`src/rtl/dfh_walker_pkg.sv`:
```
// Shared types for walking a Device Feature Header chain: the DFH word layout,
// the walker's error causes and its state encoding.
package dfh_walker_pkg;

  localparam int DFH_W     = 64;
  localparam int DFH_OFS_W = 24;

  typedef struct packed {
    logic [3:0]           feature_type;
    logic [18:0]          rsvd;
    logic                 eol;
    logic [DFH_OFS_W-1:0] nxt_dfh_offset;
    logic [3:0]           feature_rev;
    logic [11:0]          feature_id;
  } t_dfh;

  typedef enum logic [2:0] {
    ERR_NONE      = 3'd0,
    ERR_TIMEOUT   = 3'd1,
    ERR_ZERO_OFS  = 3'd2,
    ERR_MISALIGN  = 3'd3,
    ERR_ADDR_OVF  = 3'd4,
    ERR_ENTRY_OVF = 3'd5
  } t_err_code;

  typedef enum logic [2:0] {
    ST_IDLE,
    ST_ISSUE,
    ST_WAIT,
    ST_EMIT,
    ST_DONE,
    ST_ERR
  } t_state;

endpackage

```
`src/rtl/dfh_chain_walker.sv`:
```
// Walks a DFH linked list over a simple read port, streaming every header it reads
// and stopping on end-of-list or on the first malformed link.
module dfh_chain_walker
  import dfh_walker_pkg::*;
#(
  parameter  int ADDR_W       = 20,
  parameter  int START_OFFSET = 0,
  parameter  int MAX_ENTRIES  = 32,
  parameter  int RSP_TIMEOUT  = 256,
  localparam int IDX_W        = (MAX_ENTRIES > 1) ? $clog2(MAX_ENTRIES) : 1,
  localparam int CNT_W        = $clog2(RSP_TIMEOUT + 1)
) (
  input  logic              clk,
  input  logic              rst_n,
  input  logic              start,
  output logic              rd_req_valid,
  input  logic              rd_req_ready,
  output logic [ADDR_W-1:0] rd_req_addr,
  input  logic              rd_rsp_valid,
  input  logic [DFH_W-1:0]  rd_rsp_data,
  output logic              dfh_valid,
  input  logic              dfh_ready,
  output logic [DFH_W-1:0]  dfh_data,
  output logic [ADDR_W-1:0] dfh_addr,
  output logic [IDX_W-1:0]  dfh_idx,
  output logic              busy,
  output logic              done,
  output logic              error,
  output logic [2:0]        err_code
);

  // One spare bit above the wider operand so a carry out of ADDR_W is never lost.
  localparam int SUM_W = ((ADDR_W > DFH_OFS_W) ? ADDR_W : DFH_OFS_W) + 1;
  localparam logic [IDX_W-1:0] LAST_IDX = IDX_W'(MAX_ENTRIES - 1);

  t_state            state_q,    state_d;
  logic [ADDR_W-1:0] cur_addr_q, cur_addr_d;
  logic [IDX_W-1:0]  idx_q,      idx_d;
  logic [CNT_W-1:0]  cnt_q,      cnt_d;
  t_dfh              data_q,     data_d;
  logic              done_q,     done_d;
  logic              error_q,    error_d;
  t_err_code         err_q,      err_d;
  t_err_code         link_err;
  logic [SUM_W-1:0]  next_sum;
  logic              addr_ovf;

  assign next_sum = SUM_W'(cur_addr_q) + SUM_W'(data_q.nxt_dfh_offset);
  assign addr_ovf = (next_sum >> ADDR_W) != '0;

  always_comb begin
    // NOTE: every always_comb output gets a default first so no path can infer a latch.
    state_d    = state_q;
    cur_addr_d = cur_addr_q;
    idx_d      = idx_q;
    cnt_d      = cnt_q;
    data_d     = data_q;
    done_d     = done_q;
    error_d    = error_q;
    err_d      = err_q;
    link_err   = ERR_NONE;

    unique case (state_q)
      ST_IDLE, ST_DONE, ST_ERR: begin
        if (start) begin
          cur_addr_d = ADDR_W'(START_OFFSET);
          idx_d      = '0;
          cnt_d      = '0;
          done_d     = 1'b0;
          error_d    = 1'b0;
          err_d      = ERR_NONE;
          state_d    = ST_ISSUE;
        end
      end
      ST_ISSUE: begin
        if (rd_req_ready) begin
          cnt_d   = CNT_W'(1);
          state_d = ST_WAIT;
        end
      end
      ST_WAIT: begin
        if (rd_rsp_valid) begin
          data_d  = t_dfh'(rd_rsp_data);
          state_d = ST_EMIT;
        end else if (cnt_q == CNT_W'(RSP_TIMEOUT)) begin
          error_d = 1'b1;
          err_d   = ERR_TIMEOUT;
          state_d = ST_ERR;
        end else begin
          cnt_d = cnt_q + CNT_W'(1);
        end
      end
      ST_EMIT: begin
        if (dfh_ready) begin
          // Link checks in priority order; the first that trips names the error.
          if (data_q.nxt_dfh_offset == '0)           link_err = ERR_ZERO_OFS;
          else if (data_q.nxt_dfh_offset[2:0] != '0) link_err = ERR_MISALIGN;
          else if (addr_ovf)                         link_err = ERR_ADDR_OVF;
          else if (idx_q == LAST_IDX)                link_err = ERR_ENTRY_OVF;

          if (data_q.eol) begin
            done_d  = 1'b1;
            state_d = ST_DONE;
          end else if (link_err != ERR_NONE) begin
            error_d = 1'b1;
            err_d   = link_err;
            state_d = ST_ERR;
          end else begin
            cur_addr_d = next_sum[ADDR_W-1:0];
            idx_d      = idx_q + IDX_W'(1);
            state_d    = ST_ISSUE;
          end
        end
      end
      default: state_d = ST_IDLE;
    endcase
  end

  // NOTE: state registers use non-blocking assignments so every flop samples pre-edge values.
  always_ff @(posedge clk or negedge rst_n) begin
    if (!rst_n) begin
      state_q    <= ST_IDLE;
      cur_addr_q <= '0;
      idx_q      <= '0;
      cnt_q      <= '0;
      data_q     <= '0;
      done_q     <= 1'b0;
      error_q    <= 1'b0;
      err_q      <= ERR_NONE;
    end else begin
      state_q    <= state_d;
      cur_addr_q <= cur_addr_d;
      idx_q      <= idx_d;
      cnt_q      <= cnt_d;
      data_q     <= data_d;
      done_q     <= done_d;
      error_q    <= error_d;
      err_q      <= err_d;
    end
  end

  assign rd_req_valid = (state_q == ST_ISSUE);
  assign rd_req_addr  = cur_addr_q;
  assign dfh_valid    = (state_q == ST_EMIT);
  assign dfh_data     = data_q;
  assign dfh_addr     = cur_addr_q;
  assign dfh_idx      = idx_q;
  assign busy         = (state_q == ST_ISSUE) || (state_q == ST_WAIT) || (state_q == ST_EMIT);
  assign done         = done_q;
  assign error        = error_q;
  assign err_code     = err_q;

endmodule

```
`config.mk`:
```
export PLATFORM = sky130hd
export DESIGN_NAME = dfh_chain_walker
export DESIGN_NICKNAME = d
export VERILOG_FILES = /design/src/rtl/dfh_walker_pkg.sv /design/src/rtl/dfh_chain_walker.sv
export SDC_FILE = /design/constraint.sdc
export NUM_CORES = 1
export LEC_CHECK = 0
export ABC_AREA = 1
export BUFFER_PORTS_ARGS = -buffer_cell sky130_fd_sc_hd__buf_2
export CAP_MARGIN = 15
export CORE_MARGIN = 1.5
export CORE_UTILIZATION = 56
export CTS_CLUSTER_SIZE = 25
export DETAILED_ROUTE_END_ITERATION = 8
export PLACE_DENSITY = 0.95
export SYNTH_ARGS = -nofsm -noshare
export SYNTH_HDL_FRONTEND = slang
export SYNTH_SLANG_ARGS = --single-unit
```
`constraint.sdc`:
```
create_clock -name clk -period 4.15 [get_ports clk]
set_clock_uncertainty 0.15 [all_clocks]
set_input_delay 0.2075 -clock clk [delete_from_list [all_inputs] [get_ports clk]]
set_output_delay 0.2075 -clock clk [all_outputs]
set_load 0.05 [all_outputs]
```
[Word-level counts from Yosys, hierarchy flattened]
Cells that the tools add are included.
Operators by class
  mux-type cells: 46
  add/sub/neg operators: 3
  equal/unequal tests: 18
  reductions and logical operators: 17
Operator list (number)
  two-way mux 20 bit: 4
  two-way mux 3 bit: 19
  case mux 20 bit (2 select lines): 1
  two-way mux 9 bit: 4
  case mux 9 bit (3 select lines): 1
  adder 20 x 24 -> 25 bit: 1
  nonzero test 25 bit: 1
  zero test 24 bit: 1
  two-way mux 5 bit: 4
  != test 2 bit, second input constant: 6
  case mux 3 bit (4 select lines): 1
  nonzero test 3 bit: 4
  case mux 5 bit (2 select lines): 1
  AND reduction 5 bit: 2
  adder 9 x 1 -> 9 bit, second input constant: 1
  equality test 9 bit, second input constant: 1
  case mux 3 bit (3 select lines): 1
  two-way mux 1 bit: 8
  != test 2 x 1 -> 1 bit, second input constant: 4
  AND reduction 4 bit: 2
  AND reduction 7 bit: 1
  equality test 3 x 2 -> 1 bit, second input constant: 2
  equality test 3 bit, second input constant: 2
  adder 5 x 1 -> 5 bit, second input constant: 1
  other kinds (10): 11
Storage, ports and cells
  logic and storage cells: 97
  output and inout bits: 117
  register bits: 106

[Longest topological paths before layout]
Gate-level depths: netlist (run 1).
  word-level depth: 12
  mapped depth: 19

[Worst setup path after synthesis (run 1)]
OpenSTA, ideal clock, no wires.
  path kind: register -> register
  start point: reg cur_addr_q[0], in the netlist dfh_addr[0]
  end point: reg idx_q[0], in the netlist dfh_idx[0]
  setup slack: 1336 ps
  data arrival time: 2545 ps
  path buffers: 1
  cell stages (with the launch flop): 17
  period minus slack after synthesis: 2814 ps
  data required time: 3880 ps
  setup time: 120 ps
  cells stage by stage: dfrtp_1 -> ha_1 -> inv_1 -> fa_1 -> inv_1 -> nand4_1 -> nand2_1 -> nand2_1 -> nand4_1 -> nand2_1 -> nor2_4 -> nand4_2 -> nand2_4 -> nand2_4 -> buf_6 -> nand2_1 -> nand2_1
Between the ends
  word-level cells in the longest chain between the ends: 10
Ends and longest elaborated chain
  start: declaration: RTL line dfh_chain_walker.sv:37  | logic [ADDR_W-1:0] cur_addr_q, cur_addr_d;
  start signal: assignment: RTL line dfh_chain_walker.sv:132  | cur_addr_q <= cur_addr_d;
  adder 20 x 24 -> 25 bit: RTL line dfh_chain_walker.sv:48  | assign next_sum = SUM_W'(cur_addr_q) + SUM_W'(data_q.nxt_dfh_offset);
  nonzero test 25 bit: RTL line dfh_chain_walker.sv:49  | assign addr_ovf = (next_sum >> ADDR_W) != '0;
  two-way mux 3 bit: RTL line dfh_chain_walker.sv:98  | else if (addr_ovf) link_err = ERR_ADDR_OVF;
  two-way mux 3 bit: RTL line dfh_chain_walker.sv:97  | else if (data_q.nxt_dfh_offset[2:0] != '0) link_err = ERR_MISALIGN;
  two-way mux 3 bit: RTL line dfh_chain_walker.sv:96  | if (data_q.nxt_dfh_offset == '0) link_err = ERR_ZERO_OFS;
  two-way mux 3 bit: RTL line dfh_chain_walker.sv:94  | if (dfh_ready) begin
  two-way mux 3 bit: RTL line dfh_chain_walker.sv:63  | unique case (state_q)
  nonzero test 3 bit: RTL line dfh_chain_walker.sv:104  | end else if (link_err != ERR_NONE) begin
  != test 2 bit (no line)
  AND reduction 5 bit (no line)
  end signal: assignment: RTL line dfh_chain_walker.sv:133  | idx_q <= idx_d;
  end: declaration: RTL line dfh_chain_walker.sv:38  | logic [IDX_W-1:0] idx_q, idx_d;
No other way between the ends. The select of a mux whose other input is x is not followed.
A chain may end at the register's enable or synchronous reset.

[Worst setup path after layout (run 1)]
  start point: reg cur_addr_q[0], in the netlist dfh_addr[0]
  end point: reg idx_q[4], in the netlist dfh_idx[4]
The elaborated chain is that of the path after synthesis.

==> impl_metrics.yaml, run 1 <==
grt:
  antenna_found_initial: 0
  top_usage_layer: "met2"
  grt_remaining_overflow: 0
  grt_pass1_wl_um: 28800
  grt_max_degree: 81
  met2_usage_pct: 53.2
  met3_usage_pct: 5.97
  first_global_vias: 6097
  track_usage_pct: 31.4
  grt_use_met1_pct: 40.4
timing:
  fin_tns_setup_ns: 0
  period_needed_ns: 3.07
  max_slew_margin_pct: 33.2
  setup_viol: 0
  slew_viol_final: 0
  grt_setup_unrepaired: "no"
  fmaxAchievable_mhz: 326
  finalHoldViolCount: 0
  timing.final.crit_share_pct: 73.9
  worstMarginPinSlew_ns: 1.00
clock_tree:
  cts_tree: "done"
  clock_latency_ns: 0.38
  cts_buffer_depth: 2
  cts_root_buffer: "clkbuf_8"
  cts_buffers: 9
  clk_pin_slew_ns: 0.11
  post-cts-setup-buffers: 0
  htree_levels: 3
  cts_sinks: 106
power:
  power_w: 0.00708
  irDropWorstVdd_v: 0.000528
  powerDensity_nw_per_um2: 892
  leakage_nw: 4.62
cells_and_area:
  layout-drive-gt1-share_pct: 21.3
  multi_input_area_um2: 2960
  area.sequential_um2: 2650
  fill_cells: 832
  fin_area_um2: 7940
  nets: 1181
  finalNonFillerCells: 1231
  n_antenna_cell: 0
  fin_util_pct: 73.2
  area_delta_synth_final_pct: 27.7
critical_path:
  r2r_cells: 16
  critPathMaxStageDelay_ns: 0.43
  cp.required_ns: 4.27
  critPathBufInv: 2
  crit_chain: "ha_1 -> inv_1 -> fa_1 -> nor2_1 -> nor2_1 -> nand3b_1 -> nand3_1 -> nand2_1 -> nand2_1 -> nand2_1 -> inv_2 -> nand4_2 -> nand2_4 -> nand2_4 -> nand2_1 -> nand2_1"
  cp-start-kind: "flip-flop"
  critPathTopFamily: "simple AND/OR/NAND/NOR gates"
  crit_path_end_kind: "flip-flop"
  worstPathMaxFanout: 27
  worstReg2RegEnd: "dfh_idx[4]$_DFFE_PN0P_"
  cp.depth: 16
  r2r_setup_slack_ns: 1.08
  worstSetupPathType: "reg2reg"
  path_common_cell: "nand2_1"
  slowest_stage: "fa_1"
  rr_startpoint: "dfh_addr[0]$_DFFE_PN0P_"
  crit_arrival_ns: 3.19
placement:
  dp_hpwl_um: 11700
  placedInstanceArea_um2: 7090
  port_buffers: 186
  routabilityCongestion: 0.940
  dp_cells: 1150
die:
  io-pin-count: 187
  die_area_um2: 11700
  core_area_um2: 10800
  initial_core_util_pct: 57.3
  rows: 38
  chipWidth_um: 108
  die_y_um: 108
synthesis:
  syn_area_per_cell_um2: 7.21
  synth_ff_type: "dfrtp_1"
  synth_edf_count: 0
  syn_area_um2: 6210
  yosysUniqueCellTypes: 40
  ys_seq_area_share_pct: 42.7
  synth.top_cell.area_share_pct: 42.7
  synth_fp_nets: 957
  synth_cells: 862
  yosys_warnings: 0
  ys_ff_latch: 106
  yosysTopAreaCell: "dfrtp_1"
  synth_most_common_cell: "nand2_1"
  synthTopCellsByArea: "dfrtp_1, nand2_1, inv_1"
  synth_top_cells_by_count: "nand2_1, dfrtp_1, inv_1, nor2_1, nand3_1"
  synthArstFlopShare_pct: 100
drt:
  drt_iter0_drc: 364
  remaining_drc_errors: 0
  drtPass1Iterations: 5
  viasPerCell: 5.15
  wirelength_um: 17700
  drtAntennaViolNets: 0
  vias: 6345
  wl_per_cell_um: 14.4
job:
  drv_cap: 0
hold_path:
  whs_endpoint: "error$_DFFE_PN0P_"
  whs_path_depth: 3
  min_path_type: "in2reg"
  hp-start: "start"
run_status:
  status: "finished, final reports clean"
[stage by stage]
step / worst slack (ns) / hold WS, ns
6_report: 1.08 / 0.0654
5_1_grt: 0.936 / 0.0993
4_1_cts: 1.15 / 0.0545
3_5_place_dp: 1.21 / 0.260
3_3_place_gp: 1.36 / 0.257
2_1_floorplan: 1.34 / -0.238
[area by class of cell]
class,instances,share of cell area [%]
clock inverter,6,0.725
clock buffer,10,1.73
inverter,91,4.30
sequential,106,33.4
multi-input combinational,623,37.3
timing repair buffer,255,20.3
tap,140,2.21
[per-layer routing]
metal	vias up	routed length, um	part of all wire, %
met5	-	0	0
met4	0	561	3.2
met3	52	1250	7.0
met2	277	8580	48
met1	2911	7330	41
li1	3105	-	-
[power by group]
group | switching (W) | total (W) | leakage [nW] | internal, W
Combinational | 0.00344 | 0.00455 | 3.14 | 0.00111
Clock | 0.000399 | 0.000650 | 0.101 | 0.000250
Sequential | 0.000415 | 0.00187 | 1.37 | 0.00146
[cells in the final DEF, fill, tap and decap left out, drive strengths merged]
| cell | count |
|---|---|
| o21ai | 20 |
| or2 | 3 |
| dfrtp | 106 |
| a31oi | 1 |
| inv | 95 |
| clkinv | 2 |
| nor3 | 7 |
| nor3b | 3 |
| a21oi | 28 |
| o21a | 4 |
| buf | 190 |
| nand3 | 44 |
| nor4 | 5 |
| nand4 | 11 |
| clkbuf | 10 |
| o21bai | 3 |
| nand2 | 385 |
| nand3b | 1 |
| o31ai | 1 |
| xnor2 | 7 |
| xor2 | 8 |
| dlygate4sd3 | 65 |
| nor2 | 65 |
| o211ai | 1 |
| ha | 24 |
| fa | 1 |
| a311oi | 1 |
[worst min-delay path, stage by stage]
cell and delay, ns:
buf_2 0.11, nand2_1 0.11, o21a_1 0.13
[sequential cells by signal (all words and copies together), names as in the netlist]
| name | flops |
|---|---|
| cnt_q | 9 |
| dfh_data | 64 |
| err_code | 3 |
| state_q | 3 |
| dfh_idx | 5 |
| done | 1 |
| error | 1 |
| dfh_addr | 20 |
[cell families (layout without fill, tap and decap cells)]
logic type,after synthesis,count (layout),share of synthesized area (%)
simple gates,524,524,35.1
buf+inv,133,362,9.72
flops,106,106,42.7
compound gates,59,59,5.25
fa+ha+maj,25,25,5.15
xor+xnor,15,15,2.11
[how the worst max path moves through the flow]
stage | startpoint | end
4_1_cts | dfh_addr[0]$_DFFE_PN0P_ | dfh_addr[7]$_DFFE_PN0P_
6_report | dfh_addr[0]$_DFFE_PN0P_ | dfh_idx[4]$_DFFE_PN0P_
3_3_place_gp | dfh_data[16]$_DFFE_PN0P_ | dfh_addr[0]$_DFFE_PN0P_
3_5_place_dp | dfh_addr[0]$_DFFE_PN0P_ | dfh_addr[7]$_DFFE_PN0P_
2_1_floorplan | dfh_addr[0]$_DFFE_PN0P_ | dfh_idx[0]$_DFFE_PN0P_
5_1_grt | dfh_data[16]$_DFFE_PN0P_ | dfh_idx[4]$_DFFE_PN0P_
[timing repair]
| item | CTS | global route |
|---|---|---|
| endpoints found under the hold margin | 143 | 0 |
| endpoints found under the setup margin | 0 | 0 |
| gates resized for setup | 0 | 0 |
| hold buffers | 65 | 0 |
Power figures use the tool's default switching activity.
==> inputs of run 2 (changes only) <==
Settings changed: CORE_UTILIZATION 56 to 47, PLACE_DENSITY 0.95 to 0.86.
Clock period 4.15 ns to 2.7 ns, I/O delays scaled along.
==> run 2 against run 1 <==
Wire length up 6.5%. Flip-flop and latch count stayed put. First-iteration DRC count up 23%. Global-route usage fell by 4.4 points. Setup slack worse by 0.97 ns. Critical path depth decreased by 1. Combinational power rose by 66%. Clock power up 110%. Worst hold slack better by 0.0046 ns. Cell count rose by 4.4%.
==> impl_metrics.yaml, run 2 (synthesis gave the netlist of run 1 again) <==
critical_path:
  crit_arrival_ns: 2.68
  crit_path_end_kind: "flip-flop"
  worstSetupPathType: "reg2reg"
  r2r_setup_slack_ns: 0.11
  worstPathMaxFanout: 25
  cp.required_ns: 2.79
  rr_startpoint: "dfh_data[16]$_DFFE_PN0P_"
  path_common_cell: "nand2_1"
  crit_chain: "ha_1 -> inv_1 -> fa_2 -> inv_1 -> nand4_1 -> nand2_1 -> nand2_1 -> nand4_1 -> nand2_1 -> nor2_4 -> nand4_2 -> nand2_4 -> nand2_8 -> nand2_1 -> nand2_1"
  r2r_cells: 15
  crit_start: "dfh_data[16]$_DFFE_PN0P_"
  worstReg2RegEnd: "dfh_addr[10]$_DFFE_PN0P_"
  slowest_stage: "dfrtp_2"
  critPathMaxStageDelay_ns: 0.39
  cp-start-kind: "flip-flop"
  endpoint: "dfh_addr[10]$_DFFE_PN0P_"
drt:
  remaining_drc_errors: 0
  viasPerCell: 5.04
  drtAntennaViolNets: 0
  drt_iter0_drc: 446
  wl_per_cell_um: 14.7
  drtPass1Iterations: 5
  wirelength_um: 18900
  vias: 6480
cells_and_area:
  area_delta_synth_final_pct: 36.1
  largest_reg_flops: 64
  n_antenna_cell: 0
  layout_common_cells: "nand2_1, buf_2, dfrtp_1"
  layout-drive-gt1-share_pct: 24.4
  fin_area_um2: 8460
  layout.cells.most_common: "nand2_1"
  nets: 1203
  fill_cells: 1020
grt:
  grt_pass1_wl_um: 30300
  grt_max_degree: 61
  track_usage_pct: 27.0
  grt_remaining_overflow: 0
  antenna_found_initial: 0
  first_global_vias: 6426
die:
  die_area_um2: 13900
  chipWidth_um: 118
  rows: 41
  io-pin-count: 187
  initial_core_util_pct: 48.7
  core_area_um2: 12800
  die_y_um: 118
clock_tree:
  clk_pin_slew_ns: 0.07
  htree_levels: 3
  cts_sinks: 106
  cts_root_buffer: "clkbuf_16"
  clock_latency_ns: 0.35
  cts_buffer_depth: 2
  cts_tree: "done"
  cts_buffers: 9
power:
  powerDensity_nw_per_um2: 1400
  power_w: 0.0118
  leakage_nw: 4.76
  irDropWorstVdd_v: 0.000763
timing:
  holdWs_ns: 0.0700
  slew_viol_final: 0
  worstMarginPinSlew_ns: 1.01
  period_needed_ns: 2.59
  max_slew_margin_pct: 32.4
  finalHoldViolCount: 0
  timing.final.crit_share_pct: 96.0
  fmaxAchievable_mhz: 386
  setup_viol: 0
placement:
  port_buffers: 186
  placedInstanceArea_um2: 7290
  dp_hpwl_um: 12500
  routabilityCongestion: 0.899
run_status:
  status: "finished, final reports clean"
job:
  drv_cap: 0
hold_path:
  min_path_type: "in2reg"
-- run 2: cell types whose count changed in the layout (fill, tap and decap cells not counted), moves of 3 or more --
cell,before,now
buf_4,5,23
ha_1,24,12
ha_4,0,11
clkbuf_16,0,10
clkbuf_8,10,0
dfrtp_1,106,103
dfrtp_2,0,3
-- run 2: layer usage --
layer	wire (um)	vias up	global-route usage, %
met5	0	-	0
met4	468	0	10.9
met3	1170	41	5.33
met2	9380	230	47.4
met1	7860	3055	32.3
li1	-	3154	-
-- run 2: critical path: cells and delay by family (launching register included) --
family        cells  cell delay (ns)
fa+ha+maj         2             0.56
flops             1             0.39
buf+inv           2             0.15
simple gates     11             1.21
-- run 2: how the worst min path moves through the flow --
stage | startpoint | end | slack [ns] | depth (start not counted)
6_report | rd_req_ready | state_q[1]$_DFFE_PN0P_ | 0.07 | 3
5_1_grt | rd_req_ready | state_q[1]$_DFFE_PN0P_ | 0.13 | 3
4_1_cts | rd_req_ready | state_q[1]$_DFFE_PN0P_ | 0.04 | 3
3_5_place_dp | rst_n | dfh_data[45]$_DFFE_PN0P_ | 0.06 | 1
3_3_place_gp | rst_n | dfh_data[45]$_DFFE_PN0P_ | 0.06 | 1
2_1_floorplan | rst_n | cnt_q[0]$_DFFE_PN0P_ | -0.31 | 0
-- run 2: what timing repair did --
item                                    CTS  global route
hold endpoints to repair                116             0
buffers inserted                          0             2
endpoints found under the setup margin    0            26
resized for setup                         0            18
hold buffers                             66             0
-- run 2: power by group --
group / total [W] / switching, W / leakage [nW] / internal [W]
registers: 0.00292 / 0.000671 / 1.37 / 0.00225
clock network: 0.00134 / 0.000617 / 0.144 / 0.000727
logic: 0.00754 / 0.00547 / 3.25 / 0.00206
total: 0.0118 / 0.00676 / 4.76 / 0.00504
-- run 2: metrics by stage --
stage | TNS (ns) | setup WS (ns) | std cells | util, %
finish | 0 | 0.108 | 1285 | 66.2
global route | -0.527 | -0.0702 | 1285 | 66.2
CTS | 0 | 0.0507 | 1282 | 64.7
detailed placement | 0 | 0.0920 | 1200 | 57.1
global placement | 0 | 0.194 | 1200 | 57.1
floorplan | 0 | 0.0285 | 862 | -
-- run 2: final cells by class --
class	instances	area, um^2	area share, %
Multi-Input combinational cell	623	3120	36.9
Inverter	91	342	4.04
Sequential cell	106	2660	31.4
Clock inverter	7	78.8	0.932
Clock buffer	9	225	2.66
Timing Repair Buffer	277	1820	21.6
Tap cell	172	215	2.54
